<file path="src/rtl/pce_video_capture.sv">
// rtl/pce_video_capture.sv - HuC6260 VCE pixel-stream capture into a linear framebuffer
// Tracks sync position per clock_en tick and writes a programmable window with a one-cycle strobe.
module pce_video_capture #(
  parameter int H_OFFSET = 32,
  parameter int H_ACTIVE = 256,
  parameter int V_OFFSET = 16,
  parameter int V_ACTIVE = 240,
  parameter int ADDR_W   = 16
) (
  input  logic              clock,
  input  logic              reset,
  input  logic              clock_en,
  input  logic [2:0]        VIDEO_R,
  input  logic [2:0]        VIDEO_G,
  input  logic [2:0]        VIDEO_B,
  input  logic              HSYNC_n,
  input  logic              VSYNC_n,
  output logic [ADDR_W-1:0] fb_addr,
  output logic [8:0]        fb_data,
  output logic              fb_we,
  output logic              frame_start,
  output logic              frame_done,
  output logic [11:0]       line_len,
  output logic [9:0]        frame_lines,
  output logic              sync_err
);

  typedef enum logic [1:0] {ST_IDLE, ST_ARMED, ST_ACTIVE} state_t;

  localparam logic [12:0]       H_LO      = 13'(H_OFFSET);
  localparam logic [12:0]       H_HI      = 13'(H_OFFSET + H_ACTIVE);
  localparam logic [10:0]       V_LO      = 11'(V_OFFSET);
  localparam logic [10:0]       V_HI      = 11'(V_OFFSET + V_ACTIVE);
  localparam logic [ADDR_W-1:0] LAST_ADDR = ADDR_W'(H_ACTIVE * V_ACTIVE - 1);

  state_t            state_q;
  logic              primed_q;
  logic              prev_h_q;
  logic              prev_v_q;
  logic [11:0]       h_cnt_q;
  logic [11:0]       h_cnt_d;
  logic [9:0]        v_cnt_q;
  logic [9:0]        v_cnt_d;
  logic [ADDR_W-1:0] wr_cnt_q;
  logic [ADDR_W-1:0] wr_cnt_d;
  logic              full_q;
  logic              full_d;
  logic              hfall;
  logic              vfall;
  logic              h_hit_max;
  logic              in_win;

  logic [ADDR_W-1:0] fb_addr_q;
  logic [8:0]        fb_data_q;
  logic              fb_we_q;
  logic              frame_start_q;
  logic              frame_done_q;
  logic [11:0]       line_len_q;
  logic [9:0]        frame_lines_q;
  logic              sync_err_q;

  // primed_q masks the first tick after reset so a sync already low is not an edge
  always_comb begin
    hfall   = primed_q & prev_h_q & ~HSYNC_n;
    vfall   = primed_q & prev_v_q & ~VSYNC_n;
    h_cnt_d = hfall ? 12'd0 : ((&h_cnt_q) ? h_cnt_q : h_cnt_q + 12'd1);
    v_cnt_d = v_cnt_q;
    if (vfall) begin
      v_cnt_d = 10'd0;
    end else if (hfall && !(&v_cnt_q)) begin
      v_cnt_d = v_cnt_q + 10'd1;
    end
    h_hit_max = (&h_cnt_d) & ~(&h_cnt_q);
    in_win = (state_q == ST_ACTIVE) &&
             ({1'b0, h_cnt_d} >= H_LO) && ({1'b0, h_cnt_d} < H_HI) &&
             ({1'b0, v_cnt_d} >= V_LO) && ({1'b0, v_cnt_d} < V_HI);
    wr_cnt_d = vfall ? '0 : wr_cnt_q;
    full_d   = vfall ? 1'b0 : full_q;
  end

  always_ff @(posedge clock) begin
    if (reset) begin
      state_q       <= ST_IDLE;
      primed_q      <= 1'b0;
      prev_h_q      <= 1'b1;
      prev_v_q      <= 1'b1;
      h_cnt_q       <= 12'd0;
      v_cnt_q       <= 10'd0;
      wr_cnt_q      <= '0;
      full_q        <= 1'b0;
      fb_addr_q     <= '0;
      fb_data_q     <= 9'd0;
      fb_we_q       <= 1'b0;
      frame_start_q <= 1'b0;
      frame_done_q  <= 1'b0;
      line_len_q    <= 12'd0;
      frame_lines_q <= 10'd0;
      sync_err_q    <= 1'b0;
    end else begin
      fb_we_q       <= 1'b0;
      frame_start_q <= 1'b0;
      frame_done_q  <= 1'b0;
      sync_err_q    <= 1'b0;
      if (clock_en) begin
        primed_q      <= 1'b1;
        prev_h_q      <= HSYNC_n;
        prev_v_q      <= VSYNC_n;
        h_cnt_q       <= h_cnt_d;
        v_cnt_q       <= v_cnt_d;
        frame_start_q <= vfall;

        if (h_hit_max) begin
          sync_err_q <= 1'b1;
          state_q    <= ST_IDLE;
        end else begin
          case (state_q)
            ST_IDLE:   if (vfall) state_q <= hfall ? ST_ACTIVE : ST_ARMED;
            ST_ARMED:  if (hfall) state_q <= ST_ACTIVE;
            ST_ACTIVE: state_q <= ST_ACTIVE;
            default:   state_q <= ST_IDLE;
          endcase
        end

        if (state_q == ST_ACTIVE && hfall) begin
          line_len_q <= (&h_cnt_q) ? 12'hFFF : h_cnt_q + 12'd1;
        end
        if (state_q == ST_ACTIVE && vfall) begin
          frame_lines_q <= (&v_cnt_q) ? 10'h3FF : v_cnt_q + 10'd1;
        end

        // Once the last address is written the counter parks until the next vfall
        if (in_win && !full_d) begin
          fb_we_q   <= 1'b1;
          fb_addr_q <= wr_cnt_d;
          fb_data_q <= {VIDEO_R, VIDEO_G, VIDEO_B};
          if (wr_cnt_d == LAST_ADDR) begin
            full_q       <= 1'b1;
            frame_done_q <= 1'b1;
            wr_cnt_q     <= wr_cnt_d;
          end else begin
            full_q   <= 1'b0;
            wr_cnt_q <= wr_cnt_d + ADDR_W'(1);
          end
        end else begin
          wr_cnt_q <= wr_cnt_d;
          full_q   <= full_d;
        end
      end
    end
  end

  assign fb_addr     = fb_addr_q;
  assign fb_data     = fb_data_q;
  assign fb_we       = fb_we_q;
  assign frame_start = frame_start_q;
  assign frame_done  = frame_done_q;
  assign line_len    = line_len_q;
  assign frame_lines = frame_lines_q;
  assign sync_err    = sync_err_q;

endmodule

</file>
<file path="config.mk">
export PLATFORM = sky130hd
export DESIGN_NAME = pce_video_capture
export DESIGN_NICKNAME = d
export VERILOG_FILES = /design/src/rtl/pce_video_capture.sv
export SDC_FILE = /design/constraint.sdc
export NUM_CORES = 1
export LEC_CHECK = 0
export BUFFER_PORTS_ARGS = -buffer_cell sky130_fd_sc_hd__buf_2
export CAP_MARGIN = 0
export CORE_UTILIZATION = 52
export CTS_BUF_LIST = sky130_fd_sc_hd__clkbuf_8
export DETAILED_ROUTE_END_ITERATION = 8
export MAX_ROUTING_LAYER = met4
export PLACE_DENSITY = 0.76
export SLEW_MARGIN = 20
export SYNTH_ARGS = -nofsm -noshare
export SYNTH_HDL_FRONTEND = slang
export SYNTH_SLANG_ARGS = --single-unit
</file>
<file path="constraint.sdc">
create_clock -name clock -period 2.7 [get_ports clock]
set_clock_uncertainty 0.1 [all_clocks]
set_input_delay 0.135 -clock clock [delete_from_list [all_inputs] [get_ports clock]]
set_output_delay 0.135 -clock clock [all_outputs]
set_load 0.02 [all_outputs]
</file>
Yosys cells after proc, flatten, opt, wreduce, memory -nomap -nowiden
Cells that the tools add are included.
{ "classes": {"add_sub_neg": 3, "magnitude_cmp": 4, "eq_ne": 5, "mux": 19, "n_bitwise": 10, "n_reduce_logical": 20} }
{ "ops": {"columns": ["operator", "count"], "rows": [
  ["2-to-1 mux 16 bit", 3],
  ["2-to-1 mux 12 bit", 3],
  ["2-to-1 mux 10 bit", 3],
  ["AND reduction 12 bit", 2],
  ["adder 16 x 1 -> 16 bit (second input constant)", 1],
  ["equality test 16 bit (second input constant)", 1],
  ["adder 12 x 1 -> 12 bit (second input constant)", 1],
  [">= comparator 12 x 6 -> 1 bit (second input constant)", 1],
  ["< comparator 12 x 9 -> 1 bit (second input constant)", 1],
  ["adder 10 x 1 -> 10 bit (second input constant)", 1],
  [">= comparator 10 x 5 -> 1 bit (second input constant)", 1],
  ["< comparator 10 x 9 -> 1 bit (second input constant)", 1],
  ["AND reduction 10 bit", 1],
  ["logical AND 1 bit", 8],
  ["2-to-1 mux 2 bit", 4],
  ["!= test 3 bit (second input constant)", 2],
  ["case mux 2 bit (3 select lines)", 1],
  ["AND reduction 2 bit", 3],
  ["bitwise AND 1 bit", 5],
  ["2-to-1 mux 1 bit", 5],
  ["inverter 1 bit", 5],
  ["AND reduction 3 bit", 1],
  ["OR reduction 3 bit", 1],
  ["equality test 2 x 1 -> 1 bit (second input constant)", 1],
  ["other kinds (4)", 5]
]} }
{ "totals": {"regBits": 95, "inputBits": 14, "out_inout_bits": 51, "elab_cells": 77} }

Longest topological paths before layout
{ "depth": {"ltp_word": 11, "depth_mapped": 13} }

Worst setup path after synthesis
Ideal clock, no wire load.
{ "synth_timing": {"path_kind": "reg2reg", "startpoint": "register h_cnt_q[0]", "endpoint": "register wr_cnt_q[11]", "setup_ns": 0.070, "t_arrival_ns": 2.841, "required_time_ns": 2.530, "path_slack_ns": -0.312, "stages_incl_launch_ff": 12, "path_buffers": 1, "period_less_slack_ns": 3.012, "path_cell_list": "dfxtp_1 ha_1 nand3_1 nor3_1 inv_2 o21ai_1 a31oi_4 xnor2_2 or4_1 buf_2 or3b_1 a21oi_1"} }
{ "synth_via": {"elab_chain_cells": 10, "elab_cells_between_ends": 12, "classes_between": "add/sub: 1; order compare: 2; mux: 3; reduce/logical: 6"} }
{ "synth_rtl": {"columns": ["item", "line_no", "text"], "rows": [
  ["start, declared", "40", "logic [11:0] h_cnt_q;"],
  ["start signal, assigned", "108", "h_cnt_q <= h_cnt_d;"],
  ["adder 12 x 1 -> 12 bit / AND reduction 12 bit (equally long branches)", "66", "h_cnt_d = hfall ? 12'd0 : ((&h_cnt_q) ? h_cnt_q : h_cnt_q + 12'd1);"],
  ["2-to-1 mux 12 bit (*) (2 in series)", "66", null],
  [">= comparator 12 x 6 -> 1 bit", "75", "({1'b0, h_cnt_d} >= H_LO) && ({1'b0, h_cnt_d} < H_HI) &&"],
  ["logical AND 1 bit", "74", "in_win = (state_q == ST_ACTIVE) &&"],
  ["logical AND 1 bit (*) (2 in series)", "75", null],
  ["logical AND 1 bit (*)", "76", "({1'b0, v_cnt_d} >= V_LO) && ({1'b0, v_cnt_d} < V_HI);"],
  ["logical AND 1 bit (*)", "132", "if (in_win && !full_d) begin"],
  ["2-to-1 mux 16 bit (*)", "132", null],
  ["end signal, assigned", "139", "wr_cnt_q <= wr_cnt_d;"],
  ["end signal, assigned", "142", "wr_cnt_q <= wr_cnt_d + ADDR_W'(1);"],
  ["end signal, assigned", "145", "wr_cnt_q <= wr_cnt_d;"],
  ["end, declared", "44", "logic [ADDR_W-1:0] wr_cnt_q;"]
]} }
Every way passes the cells marked *; elsewhere a longest branch is shown, timed or not.
A chain may end at the register's enable or synchronous reset.

Worst setup path after layout
{ "layout_timing": {"startpoint": "register h_cnt_q[0]", "endpoint": "register wr_cnt_q[8]"} }
Same word-level chain as after synthesis.

==> key figures <==
Run status
  – Status: complete, but fails checks
  – Failing checks: setup timing

Power and ir drop
  – VDD IR max: 0.3688 mV
  – Total power: 2509 µW
  – Pleak: 0.002451 µW
  – Internal: 1830 µW
  – Switching power: 679.6 µW
  – Comb power frac: 6.6%
  – Part of the power in registers: 56.5%
  – PwrDens: 407.4 nW/µm²
  – Clock power frac: 36.9%
  – Sw Ratio: 27.08%

Placement
  – Port Buf Inserts: 64
  – RePlAce Congestion: 0.9026
  – Placed Cells incl. Taps: 779
  – Post-DP HPWL: 8.581 mm
  – Pre-CTS setup slack: -0.1523 ns

GRT
  – Largest net degree at the start of global routing: 75
  – Vias in the first global route: 4383
  – Grt total ovfl: 0
  – GRT Total Usage: 28.21%
  – Antenna violations before repair: 0
  – First-pass GRT wire length: 21.20 mm

Setup path
  – Req. time, crit path: 2.89 ns
  – Cell family contributing the most delay on the critical path: simple AND/OR/NAND/NOR gates
  – Critical Path, Cell by Cell: nand4_1 > nor4_4 > mux2_4 > a211oi_2 > o311ai_2 > or4_4 > or3b_1 > a21oi_1
  – Crit start category: register
  – Max FO, Critical Path: 8
  – Kind of end point of the critical path: register
  – WP buf/inv: 0
  – Critical Path AT: 2.99 ns
  – Slowest stage cell, crit path: or4_4
  – Crit Path Class: reg -> reg
  – CP peak stage delay: 0.49 ns

Timing
  – Post-layout min period: 2.803 ns
  – Relative slew slack: 46.57%
  – Setup TNS: -0.5454 ns
  – Hold Violations, Final: 0
  – Setup-failing EPs final: 21
  – RSZ-0062 raised after global routing: true
  – F_max: 356.8 MHz
  – Worst-margin pin slew: 0.8015 ns
  – Slew Limit Fails: 0
  – Tcrit/Tclk final: 103.8%
  – Post-route setup slack: -0.1031 ns

Yosys
  – Main synth FF type: dfxtp_1
  – YS warnings: 0
  – Gate Count Post-Synth: 571
  – Sequential share of the synthesized area: 40.41%
  – Async S/R FF share, synth: 0%
  – Post-Syn Nets: 593
  – #FFs+latches synth: 95
  – Yosys cell types: 61
  – Syn Area/Cell: 8.241 µm²
  – Mapped cell area: 4706 µm²
  – Number of synthesized flops with an enable pin: 0

Cells and area
  – Diode count: 0
  – Fillers: 686
  – Fraction of layout cells with a size suffix above 1: 31.16%
  – Layout area overhead: 30.90%
  – NumNets Final: 723
  – Final non-filler cell total: 814

CTS
  – H-tree levels: 3
  – Root Buffer: clkbuf_8
  – Clock sinks: 95
  – Skew-Pair Late Insertion Delay: 0.38 ns
  – CTS max path bufs: 2
  – CTS tree: done
  – CTS Buf Count: 9
  – Worst-path clk slew: 0.10 ns

Route
  – Detailed Route WL: 13.39 mm
  – TritonRoute pass-1 iters: 5
  – Avg WL per Cell: 16.45 µm
  – Antenna viol nets, final: 0
  – DR iter-0 viols: 272
  – Via density: 5.892
  – DRC: 0
  – Detailed-route via count: 4796

Die
  – Die ar.: 9434 µm²
  – Ports: 65
  – Starting Density: 53.96%
  – Row count: 34
  – Core box area: 8721 µm²
  – Vert. Die Dim: 97.13 µm
  – DIE WIDTH: 97.13 µm

Flow run
  – Max cap viols: 0

Hold path
  – HP Class: in -> reg
kinds of logic (layout without fill, tap and decap cells):
logic type                 after synthesis  after routing  share of synthesized area [%]
muxes                                   34             34                          7.285
DFF                                     95             95                          40.41
and+or+nand+nor                        231            231                          24.57
xor gates and xnor gates                15             15                          2.951
AOI/OAI and AO/OA                      132            132                          17.50
buffers and inverters                   56            191                          5.158
adders and majority gates                8              8                          2.127
final cells by class:
type / count / area (µm²) / area share, %
Inverter: 9 / 33.78 / 0.5484
Clock buffer: 9 / 123.9 / 2.011
Timing Repair Buffer: 166 / 1160 / 18.83
Tap cell: 108 / 135.1 / 2.194
Sequential cell: 95 / 1914 / 31.08
Clock inverter: 7 / 62.56 / 1.016
Multi-Input combinational cell: 420 / 2730 / 44.32
Yosys cell counts, types with 2 or more instances:
| cell | n | share of area, % |
|---|---|---|
| a211o_1 | 2 | 0.37 |
| a211oi_1 | 7 | 1.1 |
| a21o_1 | 2 | 0.32 |
| a21oi_1 | 50 | 5.3 |
| a22oi_1 | 4 | 0.64 |
| a31o_1 | 4 | 0.74 |
| a31o_2 | 3 | 0.56 |
| a31oi_1 | 9 | 1.2 |
| and2_1 | 4 | 0.53 |
| and3_1 | 10 | 1.3 |
| and3b_1 | 2 | 0.37 |
| and4_1 | 4 | 0.74 |
| buf_1 | 3 | 0.24 |
| buf_2 | 10 | 1.1 |
| buf_6 | 2 | 0.48 |
| clkbuf_1 | 30 | 2.4 |
| dfxtp_1 | 95 | 40 |
| ha_1 | 8 | 2.1 |
| inv_1 | 7 | 0.56 |
| mux2_1 | 2 | 0.48 |
| mux2i_1 | 32 | 6.8 |
| nand2_1 | 51 | 4.1 |
| nand2b_1 | 5 | 0.66 |
| nand3_1 | 28 | 3.0 |
| nand3b_1 | 4 | 0.64 |
| nand4_1 | 18 | 2.4 |
| nor2_1 | 71 | 5.7 |
| nor3_1 | 12 | 1.3 |
| nor3b_1 | 2 | 0.32 |
| nor4_1 | 4 | 0.53 |
| o211ai_1 | 3 | 0.48 |
| o21ai_0 | 27 | 2.9 |
| o21ai_1 | 3 | 0.32 |
| o21bai_1 | 4 | 0.64 |
| o311ai_1 | 2 | 0.37 |
| o31ai_1 | 2 | 0.32 |
| or3_1 | 5 | 0.66 |
| or3b_1 | 4 | 0.74 |
| or4_1 | 2 | 0.32 |
| xnor2_1 | 9 | 1.7 |
| xor2_1 | 5 | 0.93 |
registers in the layout (all words and copies together), names as in the netlist, 2 cells and up:
name / count
h_cnt_q: 12
fb_addr: 16
fb_data: 9
line_len: 12
wr_cnt_q: 16
frame_lines: 10
v_cnt_q: 10
state_q: 2
tightest hold or removal path: cells and delay by family:
family	cells	cell delay, ns
simple gates	1	0.07
buf+inv	3	0.35
compound gates	1	0.05
through the flow:
stage	hold slack [ns]	cell area [µm²]	util (%)
after CTS	0.1756	6018	69.01
after global placement	0.2710	5647	64.75
final	0.1823	6160	70.63
after floorplan	0.1637	4808	-
after global routing	0.2145	6160	70.63
after detailed placement	0.2785	5647	64.75
layer usage:
layer,vias to the layer above,wire [µm],GRT usage [%]
met1,2299,5852,36.58
met5,-,0,-
met2,150,6556,45.23
met3,37,655,4.604
li1,2310,-,-
met4,0,324,8.726
what timing repair did:
item                                    4_1_cts  5_1_grt
endpoints found under the hold margin        11        0
hold buffers                                 11        0
gates cloned                                  0        3
pin swaps                                     7        3
resized for setup                            15       20
buffers inserted                              2        3
endpoints found under the setup margin       40       43
power by group through the flow:
stage | Sequential (µW) | Combinational, µW | Clock (µW)
floorplan | 1450 | 84.3 | 0
global placement | 1450 | 143 | 0
detailed placement | 1450 | 146 | 0
CTS | 1420 | 159 | 927
global route | 1420 | 182 | 991
finish | 1420 | 166 | 926
path summary, 6_finish.rpt:
kind / start / to / slack, ns / cells past startpoint
worst max-delay path: h_cnt_q[0] / wr_cnt_q[8] / -0.10 / 8
worst min-delay path: clock_en / h_cnt_q[8] / 0.18 / 5
worst max register to register: h_cnt_q[0] / wr_cnt_q[8] / -0.10 / 8
worst min register to register: line_len[11] / line_len[11] / 0.36 / 2
cells in the final DEF, fill, tap and decap left out, types with 6 or more instances in the layout:
cell | Yosys | final
dfxtp_1 | 95 | 87
dfxtp_2 | 0 | 7
buf_2 | 10 | 64
and3_1 | 10 | 9
mux2i_1 | 32 | 31
clkbuf_8 | 0 | 9
inv_1 | 7 | 7
nor2_1 | 71 | 69
a211oi_1 | 7 | 6
nand4_1 | 18 | 18
a31oi_1 | 9 | 9
a21oi_1 | 50 | 48
xnor2_1 | 9 | 9
dlygate4sd3_1 | 0 | 11
o21ai_0 | 27 | 26
ha_1 | 8 | 6
nand2_1 | 51 | 51
buf_4 | 1 | 87
nand3_1 | 28 | 24
nor3_1 | 12 | 7
No activity file was read; power rests on OpenSTA's default activity.
